[src/rtl/module_mem_bus.sv]
// Memory stage behind the CPU RAM port: 256x8 RAM, memory-mapped output register,
// and a valid/ready program loader that holds the CPU while it fills RAM.
module module_mem_bus #(
    parameter logic [7:0] IO_ADDR   = 8'hFF,
    parameter bit         IO_ENABLE = 1'b1
) (
    input  logic       clk_qzt,
    input  logic       reset,
    input  logic [7:0] cpu_addr,
    input  logic [7:0] cpu_wdata,
    input  logic       cpu_we,
    output logic [7:0] cpu_rdata,
    output logic [7:0] io_out,
    output logic       io_strobe,
    input  logic       load_start,
    input  logic [7:0] load_base,
    input  logic [7:0] load_len,
    input  logic       ld_valid,
    input  logic [7:0] ld_data,
    output logic       ld_ready,
    output logic       cpu_hold,
    output logic       load_done
);

    typedef enum logic [1:0] {
        IDLE = 2'd0,
        LOAD = 2'd1,
        DONE = 2'd2
    } state_t;

    state_t     state_q, state_d;
    logic [7:0] ptr_q, ptr_d;
    logic [8:0] cnt_q, cnt_d;
    logic       hold_q, hold_d;
    logic       ready_q, ready_d;
    logic [7:0] rdata_q;
    logic [7:0] io_out_q;
    logic       strobe_q;
    logic       we_old_q;

    logic [7:0] mem [256];

    logic io_hit;
    logic cpu_wr_en;
    logic ld_accept;

    assign io_hit    = IO_ENABLE && (cpu_addr == IO_ADDR);
    assign cpu_wr_en = (state_q == IDLE) && cpu_we;
    assign ld_accept = (state_q == LOAD) && ld_valid && ready_q;

    always_comb begin
        state_d = state_q;
        ptr_d   = ptr_q;
        cnt_d   = cnt_q;
        hold_d  = hold_q;
        ready_d = ready_q;
        case (state_q)
            IDLE: begin
                if (load_start) begin
                    ptr_d   = load_base;
                    cnt_d   = (load_len == 8'd0) ? 9'd256 : {1'b0, load_len};
                    hold_d  = 1'b1;
                    ready_d = 1'b1;
                    state_d = LOAD;
                end
            end
            LOAD: begin
                if (ld_accept) begin
                    ptr_d = ptr_q + 8'd1;
                    cnt_d = cnt_q - 9'd1;
                    if (cnt_q == 9'd1) begin
                        ready_d = 1'b0;
                        state_d = DONE;
                    end
                end
            end
            DONE: begin
                hold_d  = 1'b0;
                state_d = IDLE;
            end
            default: begin
                state_d = IDLE;
                hold_d  = 1'b0;
                ready_d = 1'b0;
            end
        endcase
    end

    always_ff @(posedge clk_qzt or posedge reset) begin
        if (reset) begin
            state_q <= IDLE;
            ptr_q   <= 8'd0;
            cnt_q   <= 9'd0;
            hold_q  <= 1'b0;
            ready_q <= 1'b0;
        end else begin
            state_q <= state_d;
            ptr_q   <= ptr_d;
            cnt_q   <= cnt_d;
            hold_q  <= hold_d;
            ready_q <= ready_d;
        end
    end

    // Single write port: loader and CPU are mutually exclusive because CPU writes need IDLE.
    always_ff @(posedge clk_qzt) begin
        if (ld_accept) begin
            mem[ptr_q] <= ld_data;
        end else if (cpu_wr_en && !io_hit) begin
            mem[cpu_addr] <= cpu_wdata;
        end
    end

    always_ff @(posedge clk_qzt or posedge reset) begin
        if (reset) begin
            rdata_q  <= 8'd0;
            io_out_q <= 8'd0;
            strobe_q <= 1'b0;
            we_old_q <= 1'b0;
        end else begin
            rdata_q  <= io_hit ? io_out_q : mem[cpu_addr];
            we_old_q <= cpu_we;
            strobe_q <= cpu_wr_en && io_hit && !we_old_q;
            if (cpu_wr_en && io_hit) begin
                io_out_q <= cpu_wdata;
            end
        end
    end

    assign cpu_rdata = rdata_q;
    assign io_out    = io_out_q;
    assign io_strobe = strobe_q;
    assign ld_ready  = ready_q;
    assign cpu_hold  = hold_q;
    assign load_done = (state_q == DONE);

endmodule

[config.mk]
export PLATFORM = sky130hd
export DESIGN_NAME = module_mem_bus
export DESIGN_NICKNAME = d
export VERILOG_FILES = /design/src/rtl/module_mem_bus.sv
export SDC_FILE = /design/constraint.sdc
export NUM_CORES = 2
export LEC_CHECK = 0
export ABC_CLOCK_PERIOD_IN_PS = 10250
export BUFFER_PORTS_ARGS = -buffer_cell sky130_fd_sc_hd__buf_2
export CAP_MARGIN = 5
export CORE_MARGIN = 5
export CORE_UTILIZATION = 40
export DETAILED_ROUTE_END_ITERATION = 10
export SLEW_MARGIN = 25
export SYNTH_ARGS = -nofsm -noshare
export SYNTH_HDL_FRONTEND = slang
export SYNTH_SLANG_ARGS = --single-unit
[constraint.sdc]
create_clock -name clk_qzt -period 10.25 [get_ports clk_qzt]
set_input_delay 2.05 -clock clk_qzt [delete_from_list [all_inputs] [get_ports clk_qzt]]
set_output_delay 2.05 -clock clk_qzt [all_outputs]
set_load 0.01 [all_outputs]
==> impl_metrics.env <==
export IMPL_skew_ps=52.3
export IMPL_grt_pass1_vias=39900
export IMPL_track_usage_pct=18.7
export IMPL_synth_area_per_cell_um2=20.6
export IMPL_cts_root_buffer="clkbuf_16"
export IMPL_nets=4119
export IMPL_grt_util_met2_pct=28.7
export IMPL_grt_pass1_wl_um=294000
export IMPL_cts_sinks=2087
export IMPL_synth_distinct_cells=65
export IMPL_use_met3_pct=3.97
export IMPL_fin_tns_setup_ps=0
export IMPL_drc_errors=0
export IMPL_crit_path_end_kind="flop"
export IMPL_start_kind="primary input"
export IMPL_finalPower_uw=18600
export IMPL_place_area_um2=85200
export IMPL_die_w_um=463
export IMPL_syn_nets=4018
export IMPL_htree_levels=4
export IMPL_multi_input_area_um2=18400
export IMPL_die_area_um2=214000
export IMPL_p_leak_uw=0.0289
export IMPL_synth_cells=3970
export IMPL_start_util_pct=40.1
export IMPL_cp_max_fo=44
export IMPL_yosys_warnings=0
export IMPL_dr_pass1_iters=5
export IMPL_cap_viol_max_count=0
export IMPL_cts_buffers=208
export IMPL_grt_max_degree=173
export IMPL_place_ws_ps=3580
export IMPL_synthFlopType="edfxtp_1"
export IMPL_post_cts_buffers=0
export IMPL_cpMostUsedCell="buf_4"
export IMPL_hold_violations=0
export IMPL_ant_nets=0
export IMPL_syn_to_final_growth_pct=12.4
export IMPL_critPathKind="primary input to flop"
export IMPL_cp_required_ps=10940
export IMPL_busiest_layer="met2"
export IMPL_gp_congestion=0.852
export IMPL_routed_wl_um=203000
export IMPL_mostFrequentLayoutCell="edfxtp_1"
export IMPL_drive_gt1_share_pct=23.1
export IMPL_register_area_um2=62500
export IMPL_slew_headroom_pct=16.2
export IMPL_cts_tree="built"
export IMPL_status="finished, final reports clean"
export IMPL_setup_viol=0
export IMPL_fin_area_um2=92100
export IMPL_finalMaxSlewViolations=0
export IMPL_use_met1_pct=27.3
export IMPL_rows=166
export IMPL_final_cell_mix="edfxtp_1, mux4_2, nor2_1"
export IMPL_ys_async_sr_fraction_pct=1.87
export IMPL_vias_per_cell=5.76
export IMPL_fin_ws_ps=4470
export IMPL_max_slew_worst_pin_slew_ps=1260
export IMPL_slowest_delay_ps=780
export IMPL_grt_overflow=0
export IMPL_min_period_ps=5780
export IMPL_finalCritPeriodShare_pct=56.4
export IMPL_numPlacedInstances=6546
export IMPL_synthesis_area_um2=82000
export IMPL_synth_seq_cells=2087
export IMPL_worstHoldPathType="flop to flop"
export IMPL_fp_coreArea_um2=204000
export IMPL_vias=39900
export IMPL_yosysSeqAreaShare_pct=76.2
export IMPL_cp_cell_sequence="buf_8 > buf_4 > buf_4 > buf_4 > mux4_2 > mux2i_1 > o21ai_0 > a211oi_1 > o221ai_1"
export IMPL_drtIter0Drc=4418
export IMPL_ctsLongestPathBuffers=3
export IMPL_synth_edf_count=2048
export IMPL_fillers=16900
export IMPL_fmax_ghz=0.173
export IMPL_num_io_pins=65
export IMPL_io_buffer_count=64
export IMPL_post_cts_hold_buffer_count=0
export IMPL_critPathSlowestCell="a211oi_1"
export IMPL_cts_resized=0
export IMPL_rsz0062_at_grt="no"
export IMPL_wl_per_cell_um=29.3
export IMPL_fin_cells=6936
export IMPL_worst_skew_pair_late_latency_ps=850
export IMPL_clk_pin_slew_ps=60
export IMPL_dieHeight_um=463
export IMPL_grt_antenna_before_repair=7
export IMPL_p_per_area_nw_per_um2=202
export IMPL_dp_hpwl_um=119000
export IMPL_vdd_drop_max_uv=161
export IMPL_arrival_ps=6470
[power breakdown]
group	switching, uW	total (uW)	internal [uW]
clock network	3260	7470	4220
registers	95.9	9650	9550
logic	1050	1480	431
[area by class of cell]
type	instances	area share, %
Clock buffer	253	5.89
Antenna cell	4	0.0109
Tap cell	2688	3.65
Sequential cell	2087	67.8
Inverter	11	0.0462
Timing Repair Buffer	129	1.15
Multi-Input combinational cell	1634	20.0
Clock inverter	130	1.43
[cells in the mapped netlist, drive strengths merged (37+ instances only)]
cell,instances,area (um^2)
edfxtp,2048,61500
mux4,464,10500
nor2,326,1220
mux2i,251,2510
buf,161,997
a22oi,85,638
clkbuf,77,294
nand2,69,262
o21ai,68,367
dfrtp,39,976
a21oi,37,185
nand2b,37,284
[state kept, by name, indices dropped and copies added, names as in the netlist]
register   flops
ld_ready       1
we_old_q       1
cpu_rdata      8
io_out         8
mem         2048
cpu_hold       1
cnt_q          9
ptr_q          8
state_q        2
io_strobe      1
[per-stage QoR]
| step | util [%] | hold WS [ps] |
|---|---|---|
| floorplan | - | 387 |
| global placement | 41.7 | 397 |
| detailed placement | 41.7 | 402 |
| CTS | 45.0 | 414 |
| global route | 45.1 | 416 |
| finish | 45.1 | 408 |
[cell families (layout without fill, tap and decap cells)]
family	after synthesis	in the layout	share of synthesized area [%]
fa+ha+maj	3	3	0.0458
simple gates	556	556	3.07
other cells	0	4	0
compound gates	332	332	2.83
buf+inv	249	523	1.63
mux	743	743	16.2
flops	2087	2087	76.2
[per-layer routing]
metal / wire [um] / share of wire [%]
met1: 87400 / 43
met4: 5140 / 2.5
met3: 16100 / 7.9
met5: 13 / 0.0064
met2: 94900 / 47
[critical path: cells and delay by family]
family                 cells  cell delay [ps]
buffers and inverters      4             2230
AO/OA/AOI/OAI              3             1240
multiplexers               2              770
[path summary, 6_finish.rpt]
kind,startpoint,end,slack (ps),cells after the start
min reg2reg,we_old_q,io_strobe,410,1
min in group asynchronous,reset,io_out[1],1350,3
max reg2reg,state_q[0],mem[161][4],5810,8
max in group asynchronous,reset,ptr_q[0],8490,3
min,we_old_q,io_strobe,410,1
max,cpu_addr[0],cpu_rdata[5],4470,9
(Power assumes the default switching activity.)
